--- config.mk ---
export PLATFORM = sky130hd
export DESIGN_NAME = bit_serializer
export DESIGN_NICKNAME = d
export VERILOG_FILES = /design/src/rtl/bit_serializer_pkg.sv /design/src/rtl/bit_serializer_piso_shift_reg.sv /design/src/rtl/bit_serializer.sv
export SDC_FILE = /design/constraint.sdc
export NUM_CORES = 1
export LEC_CHECK = 0
export BUFFER_PORTS_ARGS = -buffer_cell sky130_fd_sc_hd__buf_2
export CORE_AREA = 5 5 42 44
export CTS_BUF_LIST = sky130_fd_sc_hd__clkbuf_8
export DETAILED_ROUTE_END_ITERATION = 16
export DIE_AREA = 0 0 47 49
export PLACE_DENSITY = 0.81
export REMOVE_ABC_BUFFERS = 1
export SYNTH_ARGS = -nofsm -noshare
export SYNTH_HDL_FRONTEND = slang
export SYNTH_SLANG_ARGS = --single-unit
export TNS_END_PERCENT = 1
--- constraint.sdc ---
create_clock -name clk -period 1.9 [get_ports clk]
set_input_delay 0.57 -clock clk [delete_from_list [all_inputs] [get_ports clk]]
set_output_delay 0.57 -clock clk [all_outputs]
set_load 0.01 [all_outputs]
--- src/rtl/bit_serializer_pkg.sv ---
// Shared definitions for the bit-serial transmit path: FSM states,
// default word width and the counter-width helper.
package bit_serializer_pkg;

    typedef enum logic {
        ST_IDLE  = 1'b0,
        ST_SHIFT = 1'b1
    } state_t;

    localparam int NN_WORD_W = 8;

    // Bit counter width: $clog2(width), but never narrower than one bit
    function automatic int cnt_width(input int width);
        return (width > 1) ? $clog2(width) : 1;
    endfunction

endpackage

--- src/rtl/bit_serializer_piso_shift_reg.sv ---
// Parallel-in/serial-out shift register; load has priority over shift.
// The serial tap sits at the end the register shifts toward.
module piso_shift_reg #(
    parameter int WIDTH     = 8,
    parameter bit LSB_FIRST = 1'b0
) (
    input  logic             clk,
    input  logic             clr,
    input  logic             load,
    input  logic             shift,
    input  logic [WIDTH-1:0] din,
    output logic             serial
);

    logic [WIDTH-1:0] sr;

    always_ff @(posedge clk or negedge clr) begin
        if (!clr) begin
            sr <= '0;
        end else if (load) begin
            sr <= din;
        end else if (shift) begin
            sr <= LSB_FIRST ? (sr >> 1) : (sr << 1);
        end
    end

    assign serial = LSB_FIRST ? sr[0] : sr[WIDTH-1];

endmodule

--- src/rtl/bit_serializer.sv ---
// Word-to-bit-stream transmitter: valid/ready word in, valid/ready bit out
// with a last-bit marker. Back-to-back words stream without a bubble.
module bit_serializer
    import bit_serializer_pkg::*;
#(
    parameter int WIDTH     = NN_WORD_W,
    parameter bit LSB_FIRST = 1'b0
) (
    input  logic             clk,
    input  logic             clr,
    input  logic [WIDTH-1:0] in_data,
    input  logic             in_valid,
    output logic             in_ready,
    output logic             out_bit,
    output logic             out_valid,
    output logic             out_last,
    input  logic             out_ready,
    output logic             busy
);

    localparam int CW = cnt_width(WIDTH);

    state_t          state;
    state_t          state_nxt;
    logic [CW-1:0]   cnt;
    logic [CW-1:0]   cnt_nxt;
    logic            serial;
    logic            accept;
    logic            xfer;

    always_ff @(posedge clk or negedge clr) begin
        if (!clr) begin
            state <= ST_IDLE;
            cnt   <= '0;
        end else begin
            state <= state_nxt;
            cnt   <= cnt_nxt;
        end
    end

    always_comb begin
        state_nxt = state;
        cnt_nxt   = cnt;
        out_valid = (state == ST_SHIFT);
        out_last  = out_valid && (cnt == CW'(WIDTH - 1));
        xfer      = out_valid && out_ready;
        // in_ready is gated by clr so it drops immediately on reset assertion
        in_ready  = clr && ((state == ST_IDLE) || (xfer && out_last));
        accept    = in_valid && in_ready;
        out_bit   = out_valid && serial;
        busy      = out_valid;

        case (state)
            ST_IDLE: begin
                if (accept) begin
                    state_nxt = ST_SHIFT;
                    cnt_nxt   = '0;
                end
            end
            ST_SHIFT: begin
                if (xfer) begin
                    if (out_last) begin
                        state_nxt = accept ? ST_SHIFT : ST_IDLE;
                        cnt_nxt   = '0;
                    end else begin
                        cnt_nxt = cnt + CW'(1);
                    end
                end
            end
            default: begin
                state_nxt = ST_IDLE;
                cnt_nxt   = '0;
            end
        endcase
    end

    piso_shift_reg #(
        .WIDTH     (WIDTH),
        .LSB_FIRST (LSB_FIRST)
    ) u_sr (
        .clk    (clk),
        .clr    (clr),
        .load   (accept),
        .shift  (xfer),
        .din    (in_data),
        .serial (serial)
    );

endmodule
* Word level (Yosys, flattened, before mapping)
Cells that the tools add are included.
Cells by class: $add $sub $neg 1, equal/unequal tests 3, multiplexer cells 10, bitwise logic cells 1, reduce and logical (&&, ||, !) cells 9
Operators by type and width (count):
- 8-bit two-way mux | 2
- 3-bit two-way mux | 3
- 1-bit logical AND | 6
- 3-bit one-hot mux with 2 select lines | 1
- 3-bit by 1-bit adder with 3-bit output (second input constant) | 1
- 3-bit equality test (second input constant) | 1
- 1-bit two-way mux | 3
- 2-bit by 1-bit inequality test with 1-bit output (second input constant) | 1
- 2-bit inequality test (second input constant) | 1
- 1-bit one-hot mux with 2 select lines | 1
- 2-bit AND reduction | 1
- 2-bit nonzero test | 1
- 1-bit logical OR | 1
- 1-bit inverter | 1
Word-level totals: bits in registers 12, input port bits 12, output and inout port bits 5, word-level logic and storage cells 27

* Logic depth before layout (Yosys ltp)
Gate-level depths: netlist (run 1).
depth after elaboration 10, depth in mapped cells 5, mapped depth without buffers 5

* Modules after synthesis
From an unflattened synthesis (run 1), not the netlist that was laid out.
Second synthesis, totals: cell total of the unflattened synthesis 63, area total of the unflattened synthesis 639.4 µm²
Modules (own cells, without submodules):
- piso_shift_reg | instances 1, cells an instance 34, area each 369.1 µm²
- bit_serializer | instances 1, cells an instance 29, area each 270.3 µm²

* Least setup slack after synthesis (run 1)
Ideal clock, no wire load.
path kind register to output, start point register cnt[0], end point output port in_ready, arrival 1.215 ns, required time 1.330 ns, slack 0.115 ns, cell stages (with the launch flop) 5, buffers on the path 0, path through dfrtp_1 -> ha_1 -> ha_1 -> a21bo_2 -> and2_1
On the way: word-level cells in the longest chain between the ends 5
RTL lines:
- start, declared | RTL line bit_serializer.sv:25 | logic [CW-1:0] cnt;
- start signal, assigned | RTL line bit_serializer.sv:37 | cnt <= cnt_nxt;
- 3-bit equality test | RTL line bit_serializer.sv:45 | out_last = out_valid && (cnt == CW'(WIDTH - 1));
- 1-bit logical AND | RTL line bit_serializer.sv:45
- 1-bit logical AND | RTL line bit_serializer.sv:48 | in_ready = clr && ((state == ST_IDLE) || (xfer && out_last));
- 1-bit logical OR | RTL line bit_serializer.sv:48
- 1-bit logical AND | RTL line bit_serializer.sv:48
- end, declared | RTL line bit_serializer.sv:13 | output logic in_ready,
Every way passes these cells.

* Final worst setup path (run 1)
start point register cnt[1], end point output port in_ready
The elaborated chain is that of the path after synthesis.

==> results.py, run 1 <==
metrics = {
    "status": {
        "status": "complete, but fails checks",
        "failed_checks": "negative setup slack",
    },
    "final_layout": {
        "nets": 87,
        "fillers": 121,
        "layout-drive-gt1-share": 0.653,
        "design_area_sq_um": 861,
        "antennaDiodeCount": 0,
        "areaGrowthSynthToFinish_pct": 31.8,
    },
    "route": {
        "ant_nets": 0,
        "routed_wl_mm": 1.24,
        "drtIter0Drc": 4,
        "drc": 0,
        "num_vias": 457,
        "wl_per_cell_um": 14.1,
        "dr.pass1.iters": 2,
        "vias_per_cell": 5.19,
    },
    "placement": {
        "hpwlAfterDp_um": 889,
        "portBuffers": 16,
        "dp_worst_setup_slack_ps": 21.1,
        "place_area_sq_um": 757,
        "gp_congestion": 0.656,
    },
    "global_routing": {
        "grt_pass1_wl_mm": 2.00,
        "grt_pass1_vias": 453,
        "grt_max_degree": 15,
        "gr-total-overflow": 0,
        "antenna_found_initial": 0,
        "grt_usage": 0.127,
    },
    "clock_tree": {
        "numCtsBuffers": 3,
        "cts_tree": "done",
        "clk_latency_ps": 240,
        "clock-sinks": 12,
        "clockBufferDepth": 2,
        "cts-hold-fix-buffers": 0,
        "root_buffer": "clkbuf_8",
        "cts_max_level": 1,
        "clk_pin_slew_ps": 50,
    },
    "timing": {
        "final.setup.worst_slack_ps": -112,
        "tightest_slew_ps": 306,
        "period_needed_ps": 2010,
        "fmax_ghz": 0.497,
        "min_period_over_period": 1.06,
        "finalMaxSlewViolations": 0,
        "rsz0062_at_grt": "yes",
        "slew_headroom": 0.795,
        "finalSetupTns_ps": -197,
        "finClkSkew_ps": 1.17,
        "hold_viol": 0,
        "setup_viol": 2,
    },
    "floorplan": {
        "fp.coreArea_sq_um": 1400,
        "io_pins": 17,
        "num_rows": 14,
        "initial_utilization": 0.466,
        "dieWidth_um": 47,
        "dieArea_sq_um": 2300,
        "die_h_um": 49,
    },
    "logic_synthesis": {
        "synth_seq_cells": 12,
        "avgSynthCellArea_sq_um": 13.3,
        "syn_inst": 49,
        "ys_seq_area_frac": 0.460,
        "ys_types": 19,
        "syn_area_sq_um": 653,
        "yosys_warnings": 0,
    },
    "setup_path": {
        "worst-path-max-fanout": 2,
        "crit_path_end_kind": "output pin",
        "critPathMaxStageDelay_ps": 380,
        "crit_type": "flip-flop to output pin",
        "required_ps": 1330,
        "slowest_stage": "dfrtp_1",
        "start_kind": "flip-flop",
        "crit_chain": "ha_2 > ha_4 > a21bo_2 > and2_4 > buf_6",
        "arrival_ps": 1440,
    },
    "power": {
        "leakagePower_nw": 0.449,
        "p_per_area_nw_per_um2": 1410,
        "ir_drop_mv": 0.785,
        "finalPower_mw": 1.21,
    },
    "flow_run": {
        "max_cap_viol_count": 0,
    },
    "min_path": {
        "worstHoldPathType": "input port to asynchronous set/reset pin",
    },
}
==> placed cells by master (no fill, tap or decap), drive strengths merged <==
master / instances
mux2: 14
nand3: 1
ha: 2
nor3: 1
inv: 3
buf: 21
clkbuf: 4
and3: 1
a31o: 1
and2: 3
nand2: 5
mux2i: 1
a21bo: 1
o32ai: 2
dfrtp: 12
==> synthesized netlist by cell type <==
cell type | number | share of area
a21bo_2 | 1 | 0.015
a31o_2 | 1 | 0.013
and2_1 | 1 | 0.0096
and2_2 | 2 | 0.023
and3_1 | 1 | 0.0096
buf_4 | 1 | 0.011
buf_6 | 1 | 0.017
dfrtp_1 | 12 | 0.46
ha_1 | 2 | 0.038
inv_1 | 3 | 0.017
mux2_1 | 1 | 0.017
mux2_2 | 7 | 0.12
mux2_4 | 6 | 0.14
mux2i_1 | 1 | 0.015
nand2_1 | 4 | 0.023
nand2_2 | 1 | 0.0096
nand3_4 | 1 | 0.027
nor3_1 | 1 | 0.0077
o32ai_1 | 2 | 0.027
==> state kept, by name (all words and copies together) (netlist names) <==
name     flops
busy         1
cnt          3
u_sr.sr      8
==> repair_timing <==
| item | in CTS | in global routing |
|---|---|---|
| gates resized for setup | 6 | 1 |
| pin swaps | 2 | 1 |
| buffers inserted | 2 | 0 |
| setup endpoints to repair | 2 | 3 |
==> per-layer routing <==
layer,routed length [um],up-vias,GRT usage
met4,35,0,0.0968
met5,0,-,0
met3,81,5,0.0258
li1,-,220,-
met1,506,216,0.152
met2,619,16,0.190
==> worst max-delay path, delay by kind of cell, from the launching register on <==
kind / cells / cell delay, ps
flops: 1 / 380
fa+ha+maj: 2 / 360
compound gates: 1 / 200
simple gates: 1 / 160
buf+inv: 1 / 110
==> final cells by class <==
type | count | area [sq um] | share of cell area
clock buffer | 4 | 55.1 | 0.0640
inverter | 3 | 11.3 | 0.0131
multi-input combinational | 32 | 344 | 0.400
sequential | 12 | 300 | 0.349
tap | 16 | 20.0 | 0.0233
timing repair buffer | 21 | 130 | 0.151
==> path summary, 6_finish.rpt <==
kind	from	to	slack, ps	depth (start not counted)
worst min register to register	u_sr.sr[0]	u_sr.sr[0]	550	2
worst max-delay path	cnt[1]	in_ready	-110	5
max in group asynchronous	clr	u_sr.sr[7]	1420	2
min in group clk	in_data[7]	u_sr.sr[7]	540	2
worst max register to register	cnt[1]	u_sr.sr[4]	60	7
worst min-delay path	clr	u_sr.sr[0]	330	2
==> cells by family after synthesis <==
family          share of synthesized area
compound gates                     0.0556
fa+ha+maj                          0.0383
buf+inv                            0.0460
flops                               0.460
mux                                 0.291
simple gates                        0.109
==> power by group <==
| group | internal (mW) | leakage [nW] | switching, mW |
|---|---|---|---|
| Sequential | 0.363 | 0.152 | 0.0606 |
| Combinational | 0.319 | 0.269 | 0.190 |
| Clock | 0.183 | 0.0288 | 0.0942 |
| Total | 0.865 | 0.449 | 0.345 |
==> per-stage QoR <==
step | std cells | hold slack, ps | utilization
4_1_cts | 88 | 326 | 0.612
6_report | 88 | 326 | 0.614
5_1_grt | 88 | 341 | 0.614
2_1_floorplan | 47 | 274 | -
3_3_place_gp | 82 | 515 | 0.540
3_5_place_dp | 82 | 547 | 0.540
(Power assumes the default switching activity.)
==> inputs of run 2 (changes only) <==
==> constraint.sdc (replaced) <==
create_clock -name clk -period 2.6 [get_ports clk]
set_input_delay 0.78 -clock clk [delete_from_list [all_inputs] [get_ports clk]]
set_output_delay 0.78 -clock clk [all_outputs]
set_load 0.01 [all_outputs]
==> run 2 against run 1 <==
The flow now finishes without violations. Die area unchanged. Non-clock buffer count decreased by 4. Critical path depth unchanged.
==> results.py, run 2 (synthesized netlist as in run 1, its figures left out) <==
metrics = {
    "status": {
        "status": "complete, no violations",
    },
    "final_layout": {
        "areaGrowthSynthToFinish_pct": 22.0,
        "nets": 83,
        "ff_latch_area_sq_um": 300,
        "top_register": "u_sr.sr",
        "fillers": 126,
        "layout-drive-gt1-share": 0.588,
        "antennaDiodeCount": 0,
        "final_cell_mix": "buf_2 (16), dfrtp_1 (12), mux2_2 (7), mux2_4 (6)",
        "final_common_cell": "buf_2",
        "largest_reg_flops": 8,
        "multiInputGateArea_sq_um": 323,
    },
    "floorplan": {
        "dieWidth_um": 47,
        "fp.coreArea_sq_um": 1400,
        "die_h_um": 49,
        "initial_utilization": 0.466,
        "dieArea_sq_um": 2300,
        "num_rows": 14,
        "io_pins": 17,
    },
    "route": {
        "wl_per_cell_um": 12.9,
        "vias_per_cell": 5.14,
        "ant_nets": 0,
        "dr.pass1.iters": 2,
        "routed_wl_mm": 1.08,
        "num_vias": 432,
        "drc": 0,
        "drtIter0Drc": 1,
    },
    "timing": {
        "fmax_ghz": 0.417,
        "slew_headroom": 0.787,
        "finalSetupTns_ps": 0,
        "finClkSkew_ps": 3.47,
        "hold_viol": 0,
        "tightest_slew_ps": 318,
        "rsz0062_at_grt": "no",
        "period_needed_ps": 2400,
        "finalMaxSlewViolations": 0,
        "min_period_over_period": 0.923,
        "setup_viol": 0,
    },
    "min_path": {
        "worstHoldPathType": "input port to asynchronous set/reset pin",
    },
    "setup_path": {
        "arrival_ps": 1620,
        "worst-path-max-fanout": 5,
        "crit_path_end_kind": "output pin",
        "crit_chain": "ha_1 > ha_1 > a21bo_2 > and2_1 > buf_2",
        "rrSetupSlack_ps": 860,
        "required_ps": 1820,
        "crit_type": "flip-flop to output pin",
        "slowest_stage": "dfrtp_1",
        "start_kind": "flip-flop",
        "cpMostUsedCell": "ha_1",
        "path_delay_family": "adder cells",
        "critPathBufInv": 1,
        "critPathMaxStageDelay_ps": 390,
    },
    "power": {
        "comb_power_share": 0.372,
        "pwr-share-clk": 0.244,
        "ir_drop_mv": 0.498,
        "leakagePower_nw": 0.425,
        "p_per_area_nw_per_um2": 1020,
        "internal_power_mw": 0.587,
        "p_switching_mw": 0.229,
        "seqPwrFrac": 0.384,
        "switching_share": 0.281,
        "finalPower_mw": 0.816,
    },
    "clock_tree": {
        "clock-sinks": 12,
        "root_buffer": "clkbuf_8",
        "post_cts_resized": 0,
        "cts_setup_buffers": 0,
        "clk_pin_slew_ps": 50,
        "numCtsBuffers": 3,
        "cts_max_level": 1,
        "cts_tree": "done",
        "clk_latency_ps": 240,
        "cts-hold-fix-buffers": 0,
        "clockBufferDepth": 2,
    },
    "global_routing": {
        "gr-total-overflow": 0,
        "grt_max_degree": 15,
        "grt_pass1_vias": 441,
        "antenna_found_initial": 0,
        "grt_usage": 0.109,
        "grt_pass1_wl_mm": 1.84,
    },
    "placement": {
        "hpwlAfterDp_um": 802,
        "gp_congestion": 0.679,
        "portBuffers": 16,
    },
    "flow_run": {
        "max_cap_viol_count": 0,
    },
}
-- run 2: worst paths after layout --
kind                       startpoint         end  cells past startpoint
max                            cnt[0]    in_ready                      5
min                               clr      cnt[2]                      2
max reg2reg                    cnt[0]  u_sr.sr[4]                      5
max in group asynchronous         clr  u_sr.sr[5]                      2
min reg2reg                u_sr.sr[0]  u_sr.sr[0]                      2
min in group clk           u_sr.sr[0]  u_sr.sr[0]                      2
-- run 2: worst reg2reg max path: stages (launching register included) --
cell     delay, ps
dfrtp_1        390
ha_1           200
ha_1           230
a21bo_2        270
nand3_4        170
mux2_2         350
-- run 2: metal layers --
layer | wire length, um | up-vias | GRT usage
met5 | 0 | - | 0
met4 | 5 | 0 | 0.0553
met3 | 95 | 2 | 0.0295
met2 | 526 | 15 | 0.170
met1 | 454 | 202 | 0.132
li1 | - | 213 | -
-- run 2: final cells by class --
cell class / count / area share
clock buffers: 4 / 0.0691
inverters: 3 / 0.0141
multi-input cells: 32 / 0.405
flip-flops and latches: 12 / 0.377
well taps: 16 / 0.0251
repair buffers: 17 / 0.110
-- run 2: power groups by stage --
stage               combinational, mW  clock, mW  sequential (mW)
CTS                             0.308      0.201            0.313
global placement                0.296          0            0.308
detailed placement              0.307          0            0.315
finish                          0.303      0.199            0.314
global route                    0.336      0.212            0.323
floorplan                       0.238          0            0.307
-- run 2: per-stage QoR --
step	instance area, sq um	utilization	setup WS (ps)	hold WS [ps]	instances
6_report	797	0.569	200	489	84
2_1_floorplan	634	-	605	484	47
3_3_place_gp	742	0.529	411	514	80
3_5_place_dp	742	0.529	420	531	80
4_1_cts	797	0.569	189	493	84
5_1_grt	797	0.569	131	502	84
==> inputs of run 3 (changes only) <==
--- a/config.mk
+++ b/config.mk
@@ -6,11 +6,11 @@
 export NUM_CORES = 1
 export LEC_CHECK = 0
 export BUFFER_PORTS_ARGS = -buffer_cell sky130_fd_sc_hd__buf_2
-export CORE_AREA = 5 5 42 44
+export CORE_AREA = 5 5 67 45
 export CTS_BUF_LIST = sky130_fd_sc_hd__clkbuf_8
 export DETAILED_ROUTE_END_ITERATION = 16
-export DIE_AREA = 0 0 47 49
-export PLACE_DENSITY = 0.81
+export DIE_AREA = 0 0 72 50
+export PLACE_DENSITY = 0.54
 export REMOVE_ABC_BUFFERS = 1
 export SYNTH_ARGS = -nofsm -noshare
 export SYNTH_HDL_FRONTEND = slang
==> run 3 against run 2 <==
Die area rose by 56%. Sequential power down 2%. Fmax down 0.34%. Non-clock buffer count stayed put. Critical path type unchanged. Critical endpoint unchanged. Highest routed layer unchanged.
==> results.py, run 3 (synthesized netlist as in run 1, its figures left out) <==
metrics = {
    "status": {
        "status": "complete, no violations",
    },
    "setup_path": {
        "critPathMaxStageDelay_ps": 400,
        "start_kind": "flip-flop",
        "cpMostUsedCell": "ha_1",
        "worst-path-max-fanout": 5,
        "critPathBufInv": 1,
        "required_ps": 1820,
        "slowest_stage": "dfrtp_1",
        "crit_type": "flip-flop to output pin",
        "r2r_start": "cnt[0]",
        "path_delay_family": "adder cells",
        "crit_path_end_kind": "output pin",
        "startpoint": "cnt[0]",
        "crit_chain": "ha_1 > ha_1 > a21bo_2 > and2_1 > buf_2",
        "arrival_ps": 1630,
    },
    "timing": {
        "hold_viol": 0,
        "fmax_ghz": 0.415,
        "final.setup.worst_slack_ps": 192,
        "finalMaxSlewViolations": 0,
        "rsz0062_at_grt": "no",
        "min_period_over_period": 0.926,
        "finClkSkew_ps": 4.26,
        "whs_ps": 482,
        "tightest_slew_ps": 323,
        "setup_viol": 0,
        "period_needed_ps": 2410,
        "slew_headroom": 0.784,
        "finalSetupTns_ps": 0,
    },
    "final_layout": {
        "areaGrowthSynthToFinish_pct": 25.1,
        "final_cell_count_no_fill": 100,
        "nets": 83,
        "ff_latch_area_sq_um": 300,
        "multiInputGateArea_sq_um": 323,
        "fin_util": 0.348,
        "final_cell_mix": "buf_2 (16), dfrtp_1 (12), mux2_2 (7), mux2_4 (6)",
        "top_register": "u_sr.sr",
        "layout-drive-gt1-share": 0.588,
        "fillers": 251,
        "final_common_cell": "buf_2",
        "largest_reg_flops": 8,
        "antennaDiodeCount": 0,
        "design_area_sq_um": 817,
    },
    "route": {
        "dr.pass1.iters": 2,
        "num_vias": 418,
        "routed_wl_mm": 1.09,
        "vias_per_cell": 4.18,
        "drtIter0Drc": 2,
        "ant_nets": 0,
        "drc": 0,
        "wl_per_cell_um": 10.9,
    },
    "placement": {
        "dp_cells": 96,
        "portBuffers": 16,
        "hpwlAfterDp_um": 828,
        "place_area_sq_um": 762,
        "dp_worst_setup_slack_ps": 410,
        "gp_congestion": 0.724,
    },
    "floorplan": {
        "dieArea_sq_um": 3600,
        "fp.coreArea_sq_um": 2350,
        "num_rows": 14,
        "initial_utilization": 0.278,
        "io_pins": 17,
        "die_h_um": 50,
        "dieWidth_um": 72,
    },
    "clock_tree": {
        "root_buffer": "clkbuf_8",
        "post_cts_resized": 0,
        "clk_latency_ps": 240,
        "cts_tree": "done",
        "cts-hold-fix-buffers": 0,
        "clock-sinks": 12,
        "clockBufferDepth": 2,
        "clk_pin_slew_ps": 50,
        "cts_setup_buffers": 0,
        "numCtsBuffers": 3,
        "cts_max_level": 1,
    },
    "power": {
        "finalPower_mw": 0.814,
        "p_per_area_nw_per_um2": 996,
        "leakagePower_nw": 0.425,
        "ir_drop_mv": 0.377,
    },
    "global_routing": {
        "grt_pass1_vias": 397,
        "gr-total-overflow": 0,
        "antenna_found_initial": 0,
        "grt_max_degree": 15,
        "grt_usage": 0.0672,
        "grt_pass1_wl_mm": 1.79,
    },
    "min_path": {
        "worstHoldPathType": "input port to asynchronous set/reset pin",
    },
    "flow_run": {
        "max_cap_viol_count": 0,
    },
}
## run 3: cell counts in the layout (fill, tap and decap cells not counted)
No cell type changed its count.
## run 3: layout make-up
type                       instances  area share
multi-input combinational         32       0.395
sequential                        12       0.368
timing repair buffer              17       0.107
clock buffer                       4      0.0674
tap                               32      0.0490
inverter                           3      0.0138
## run 3: power by group
group	internal (mW)	switching, mW
clock	0.134	0.0685
combinational	0.188	0.115
sequential	0.265	0.0441
## run 3: final timing paths
path | slack (ps) | end | cells after the start
min reg2reg | 530 | u_sr.sr[0] | 2
max | 190 | in_ready | 5
min | 480 | busy | 2
max in group asynchronous | 1940 | u_sr.sr[5] | 2
max reg2reg | 840 | u_sr.sr[5] | 5
min in group clk | 530 | u_sr.sr[0] | 2
## run 3: metal layers
metal | GRT usage | vias to the layer above | wire length [um]
li1 | - | 212 | -
met1 | 0.0976 | 186 | 571
met2 | 0.0762 | 18 | 388
met3 | 0.0446 | 2 | 119
met4 | 0.0188 | 0 | 8
met5 | 0 | - | 0
